==> src/rtl/touch_spi_funcmod.sv <==
// touch_spi_funcmod
//   SPI function stage for a resistive-touch ADC (XPT2046-class). A read call
//   runs one 24-SCLK conversion frame (8 command bits, one busy clock, 8 result
//   bits, 7 trailing clocks). The 8-bit result is returned with a one-cycle
//   done pulse.
//
// Ports
//   CLOCK    in   system clock, rising edge
//   RESET    in   asynchronous active-high reset
//   iCall    in   [1] read X, [0] read Y (X wins); held by caller until oDone
//   oDone    out  one-cycle pulse, oData valid
//   oData    out  last conversion result, held until next oDone
//   TP_CS_N  out  ADC chip select, active low
//   TP_CLK   out  SCLK, idles low (mode 0)
//   TP_DI    out  MOSI to ADC
//   TP_DO    in   MISO from ADC
module touch_spi_funcmod #(
    parameter int unsigned CLK_DIV = 25,
    parameter logic [7:0]  CMD_X   = 8'h98,
    parameter logic [7:0]  CMD_Y   = 8'hD8
) (
    input  logic       CLOCK,
    input  logic       RESET,
    input  logic [1:0] iCall,
    output logic       oDone,
    output logic [7:0] oData,
    output logic       TP_CS_N,
    output logic       TP_CLK,
    output logic       TP_DI,
    input  logic       TP_DO
);

    localparam int unsigned DIV_W = (CLK_DIV > 1) ? $clog2(CLK_DIV) : 1;
    localparam logic [DIV_W-1:0] DIV_LAST = DIV_W'(CLK_DIV - 1);

    typedef enum logic [2:0] {
        StIdle,
        StCsSetup,
        StShift,
        StCsHold,
        StDone,
        StRelease
    } state_e;

    state_e           state;
    logic [DIV_W-1:0] div;
    logic [4:0]       bit_cnt;   // 0-based SCLK period index, 0..23
    logic [7:0]       tx;        // command shift register, MSB is on TP_DI
    logic [7:0]       rx;        // result shift register

    always_ff @(posedge CLOCK or posedge RESET) begin
        if (RESET) begin
            state   <= StIdle;
            div     <= '0;
            bit_cnt <= '0;
            tx      <= '0;
            rx      <= '0;
            TP_CS_N <= 1'b1;
            TP_CLK  <= 1'b0;
            TP_DI   <= 1'b0;
            oDone   <= 1'b0;
            oData   <= 8'h00;
        end else begin
            oDone <= 1'b0;
            unique case (state)
                StIdle: begin
                    div     <= '0;
                    bit_cnt <= '0;
                    TP_CLK  <= 1'b0;
                    if (iCall[1]) begin
                        tx      <= CMD_X;
                        TP_DI   <= CMD_X[7];
                        TP_CS_N <= 1'b0;
                        state   <= StCsSetup;
                    end else if (iCall[0]) begin
                        tx      <= CMD_Y;
                        TP_DI   <= CMD_Y[7];
                        TP_CS_N <= 1'b0;
                        state   <= StCsSetup;
                    end
                end

                StCsSetup: begin
                    if (div == DIV_LAST) begin
                        div   <= '0;
                        state <= StShift;
                    end else begin
                        div <= div + 1'b1;
                    end
                end

                StShift: begin
                    if (div != DIV_LAST) begin
                        div <= div + 1'b1;
                    end else begin
                        div <= '0;
                        if (!TP_CLK) begin
                            // Rising edge: sample MISO. Periods 10..17 carry the result.
                            TP_CLK <= 1'b1;
                            if (bit_cnt >= 5'd9 && bit_cnt <= 5'd16) begin
                                rx <= {rx[6:0], TP_DO};
                            end
                        end else begin
                            // Falling edge: advance MOSI; tx drains to zero after 8 bits.
                            TP_CLK <= 1'b0;
                            if (bit_cnt == 5'd23) begin
                                bit_cnt <= '0;
                                TP_DI   <= 1'b0;
                                state   <= StCsHold;
                            end else begin
                                bit_cnt <= bit_cnt + 5'd1;
                                tx      <= {tx[6:0], 1'b0};
                                TP_DI   <= tx[6];
                            end
                        end
                    end
                end

                StCsHold: begin
                    if (div == DIV_LAST) begin
                        div     <= '0;
                        TP_CS_N <= 1'b1;
                        oDone   <= 1'b1;
                        oData   <= rx;
                        state   <= StDone;
                    end else begin
                        div <= div + 1'b1;
                    end
                end

                StDone: begin
                    state <= StRelease;
                end

                // One dead cycle so a caller still holding its call bit cannot retrigger.
                StRelease: begin
                    state <= StIdle;
                end

                default: begin
                    state <= StIdle;
                end
            endcase
        end
    end

endmodule

==> config.mk <==
export PLATFORM = sky130hd
export DESIGN_NAME = touch_spi_funcmod
export DESIGN_NICKNAME = d
export VERILOG_FILES = /design/src/rtl/touch_spi_funcmod.sv
export SDC_FILE = /design/constraint.sdc
export NUM_CORES = 1
export LEC_CHECK = 0
export ABC_AREA = 1
export BUFFER_PORTS_ARGS = -buffer_cell sky130_fd_sc_hd__buf_2
export CORE_MARGIN = 2
export CORE_UTILIZATION = 55
export CTS_CLUSTER_SIZE = 30
export DETAILED_ROUTE_END_ITERATION = 10
export PLACE_DENSITY = 0.8
export SLEW_MARGIN = 40
export SYNTH_ARGS = -nofsm -noshare
export SYNTH_HDL_FRONTEND = slang
export SYNTH_SLANG_ARGS = --single-unit
==> constraint.sdc <==
create_clock -name CLOCK -period 2.2 [get_ports CLOCK]
set_clock_uncertainty 0.15 [all_clocks]
set_input_delay 0.44 -clock CLOCK [delete_from_list [all_inputs] [get_ports CLOCK]]
set_output_delay 0.44 -clock CLOCK [all_outputs]
set_load 0.01 [all_outputs]
# Yosys cells after proc, flatten, opt, wreduce, memory -nomap -nowiden
# Index checks and enable logic that the tools add are counted.
# totals
register_bits	40
in_bits	5
elab_cells	80
# op_classes
n_addsub	2
order_cmp	2
eq_ne	14
muxes	36
bitwise	2
n_reduce_logical	14
# ops
cell	count
2-to-1 mux 7 bit	5
2-to-1 mux 5 bit	5
2-to-1 mux 3 bit	7
case mux 3 bit (5 select lines)	1
case mux 5 bit (3 select lines)	1
case mux 7 bit (2 select lines)	1
2-to-1 mux 1 bit	12
inequality test 2 bit, second input constant	6
adder 5 x 1 -> 5 bit, second input constant	2
equality test 5 bit, second input constant	2
case mux 5 bit (2 select lines)	1
AND reduction 4 bit	2
equality test 3 x 2 -> 1 bit, second input constant	2
case mux 1 bit (2 select lines)	3
AND reduction 3 bit	2
AND reduction 6 bit	1
greater-or-equal comparator 5 x 4 -> 1 bit, second input constant	1
less-or-equal comparator 5 bit, second input constant	1
inequality test 5 bit, second input constant	1
AND reduction 5 bit	1
AND reduction 2 bit	2
nonzero test 2 bit	2
equality test 3 x 1 -> 1 bit, second input constant	1
equality test 3 bit, second input constant	1
other kinds (6)	7

# Depth between registers and ports, before layout
# logic_depth
ltp_word	5
ltp_mapped	11
depth_no_buf	11

# Least setup slack after synthesis
# No wires, ideal clock.
# synth_path
path_kind	register to register
start	reg div[0]
end	reg rx[0]
arrival_ns	1.279
required_time_ns	1.933
slack_ns	0.654
path_stages_with_launch	10
synth_period_minus_slack_ns	1.546
path_cell_list	dfrtp_1 -> inv_1 -> ha_1 -> nand2_1 -> nor2_4 -> nand2_1 -> nor2_8 -> nand2_4 -> nand2_1 -> nand2_1
# synth_via
elab_chain_cells	3
# synth_lines
item	line_no	text
start, declared	46	logic [DIV_W-1:0] div;
start signal, assigned	88	div <= div + 1'b1;
start signal, assigned	94	div <= div + 1'b1;
start signal, assigned	127	div <= div + 1'b1;
inequality test 5 bit	93	if (div != DIV_LAST) begin
inverter 1 bit (no line)	n/a	
AND reduction 4 bit (no line)	n/a	
end signal, assigned	101	rx <= {rx[6:0], TP_DO};
end, declared	49	logic [7:0] rx;
# No other way between the ends.
# A chain may end at the register's enable or synchronous reset.

# Worst setup path after layout
# layout_path
start	reg div[0]
end	reg tx[5]
# layout_via
elab_chain_cells	3
# layout_lines
item	line_no	text
inequality test 5 bit	93	
inequality test 2 bit (no line)	n/a	
AND reduction 5 bit (no line)	n/a	
end signal, assigned	112	tx <= {tx[6:0], 1'b0};
end, declared	48	logic [7:0] tx;
# No other way between the ends.

==> impl_results.md <==
- Lkg Pwr: 1.134 nW
- Clock sink total: 37
- Worst Path Arrival: 2.03 ns
- Setup TNS: 0 ns
- Flop pwr share: 0.566
- Final Cycle Share: 0.8788
- Port bufs: 16
- All-layer global routing usage: 0.2065
- Drt pass-1 iters: 4
- Final hold slack: 0.008395 ns
- First-pass GRT wire length: 6.334 mm
- Switching part of the total power: 0.2055
- Largest net degree at the start of global routing: 38
- Rows: 21
- Die area: 3879 sq um
- IR drop worst, VDD: 0.2945 mV
- Pint: 0.9541 mW
- Register bit count reported by yosys: 37
- CTS Hold Bufs: 0
- Share of layout cells above drive strength 1: 0.1700
- Most frequent cells in the layout: nand2_1 (85), dfrtp_1 (36), inv_1 (20)
- CP max stage cell: dfrtp_1
- Max FO, Critical Path: 13
- Number of H-tree levels: 2
- Clk Latency, worst-skew pair: 0.35 ns
- Post-CTS setup buffer count: 0
- Area leader, netlist: dfrtp_1
- Die Ht: 62.28 microns
- Initial core utilization: 0.5642
- Yosys Warn Count: 0
- Fmax: 517.2 MHz
- Routed WL: 3.437 mm
- Clock power share: 0.418
- Number of diodes: 0
- CTS Root Cell: clkbuf_4
- WL/cell: 11.49 microns
- Slowest cell delay on critical path: 0.43 ns
- Fillers: 288
- Worst-path cell chain: inv_1 -> ha_1 -> nand2_1 -> nor2_4 -> nor2_1 -> nor2_2 -> nand2_2 -> nand2_1 -> nand2_1
- Top cells by area, synth: dfrtp_1 (48%), nand2_1 (17%), nand3_1 (4.8%)
- Bufs on Longest Clock Path: 2
- Final Critical Period: 1.933 ns
- Slew Limit Fails: 0
- Syn_nets: 239
- Startpoint types: register
- Max_slew headroom: 0.6781
- Netlist Area Pre-Place: 1868 sq um
- CTS Buf Count: 5
- Routed Antenna Nets: 0
- Syn_area_per_cell: 8.157 sq um
- Kind of critical path: reg -> reg
- Dpl hpwl: 2.467 mm
- Unrepaired setup endpoints after global routing: no
- Top cell type's share of synthesized area: 0.4823
- P&R area growth vs syn: 11.92%
- Finish-stage setup viols: 0
- Detailed Route Iter0 Violations: 65
- P_sw: 0.2468 mW
- Endpoints failing hold: 0
- Setup WS pre-CTS: 0.3048 ns
- Cells after Synth: 229
- Initial antenna violation count: 0
- Reg clk slew, reported paths: 0.12 ns
- Commonest non-fill, non-tap cell in the layout: nand2_1
- TritonCTS clock tree: done
- Post-CTS sizing: 0
- CP Buf/Inv Count: 1
- Yosys cell types: 25
- Max_cap viols: 0
- Status: finished, final reports clean
- Combinational share of power: 0.016
- Grt ovf: 0
- Crit path max-delay family: simple AND/OR/NAND/NOR gates
- GP Congestion: 0.8437
- Setup slack after layout: 0.2666 ns
- Nets: 262
- Most numerous cell on the critical path: nand2_1
- Via/cell ratio: 5.070
- Via count of the first global-routing pass: 1429
- Vias: 1516
- CP Capture Type: register
- Pwr per Cell Area: 574.4 nW/um^2
- Core footprint: 3311 sq um
- Total Power: 1.201 mW
- I/O pins: 17
- Hold Crit Class: in -> async
- Worst-Margin Slew: 0.4823 ns
- Register area share after synthesis: 0.4963
- Width of the die: 62.28 microns
- DRC: 0
- Data required, critical path: 2.29 ns
tightest hold or removal path, delay by kind of cell:
family / cells / cell delay [ns]
buf+inv: 3 / 0.52
logic make-up after synthesis:
logic type | Yosys count | synth area share
AND/OR/NAND/NOR | 139 | 0.3470
flip-flops | 37 | 0.4963
buffers and inverters | 25 | 0.05693
AO/OA/AOI/OAI | 21 | 0.05694
adder cells (fa/ha/maj) | 5 | 0.03349
XOR/XNOR | 2 | 0.009379
through the flow:
stage                     area, sq um  std cells  utilization
after floorplan                  1868        229            -
after global placement           2002        291       0.6047
after detailed placement         2002        291       0.6047
after CTS                        2091        299       0.6315
after global routing             2091        299       0.6315
final                            2091        299       0.6315
registers in the layout, indices dropped and copies added (netlist names):
| name | cells |
|---|---|
| TP_CLK | 1 |
| oData | 8 |
| oDone | 1 |
| tx | 4 |
| TP_CS_N | 1 |
| bit_cnt | 5 |
| state | 3 |
| TP_DI | 1 |
| rx | 8 |
| div | 5 |
synthesized netlist by cell type:
cell type / n
buf_6: 1
o21ai_0: 6
ha_1: 5
nor2_4: 2
a21oi_1: 8
nand4_1: 4
nor2_1: 17
inv_1: 20
dfrtp_1: 36
nand2_4: 3
inv_2: 2
nand3b_1: 1
nand2_2: 2
o22ai_1: 1
nand3_2: 1
nor2_8: 2
inv_4: 2
nor3_1: 1
dfstp_2: 1
o21ai_1: 6
nand2_1: 85
xnor2_1: 1
xor2_1: 1
nand3_1: 18
nor2_2: 3
cell type report:
class	instances	area [sq um]	area share
Clock buffer	6	51.30	0.02454
Multi-Input combinational cell	167	834.6	0.3992
Tap cell	46	57.56	0.02753
Timing Repair Buffer	17	87.58	0.04189
Clock inverter	2	37.54	0.01795
Sequential cell	37	927.1	0.4434
Inverter	24	95.09	0.04548
final timing paths:
kind / start / to / slack, ns / cells past startpoint
setup reg to reg: div[0]$_DFFE_PP0P_ / tx[5]$_DFFE_PP0P_ / 0.27 / 9
hold reg to reg: TP_CS_N$_DFFE_PP1P_ / TP_CS_N$_DFFE_PP1P_ / 0.32 / 2
min in group CLOCK: TP_DO / rx[0]$_DFFE_PP0P_ / 0.17 / 3
setup / recovery: div[0]$_DFFE_PP0P_ / tx[5]$_DFFE_PP0P_ / 0.27 / 9
hold / removal: RESET / div[1]$_DFFE_PP0P_ / 0.008 / 3
max in group asynchronous: RESET / TP_CS_N$_DFFE_PP1P_ / 1.54 / 3
layer usage:
metal / up-vias / global-route usage / share of wire
met5: - / 0 / 0
met4: 0 / 0.06667 / 0.0076
met3: 3 / 0.05435 / 0.036
met2: 29 / 0.3329 / 0.47
met1: 715 / 0.2745 / 0.48
li1: 769 / - / -
power by group through the flow:
stage	sequential, mW	combinational [mW]	clock (mW)
CTS	0.680	0.0203	0.512
floorplan	0.693	0.0114	0
global placement	0.693	0.0200	0
global route	0.680	0.0228	0.546
detailed placement	0.693	0.0201	0
finish	0.680	0.0188	0.502
Power figures use the tool's default switching activity.
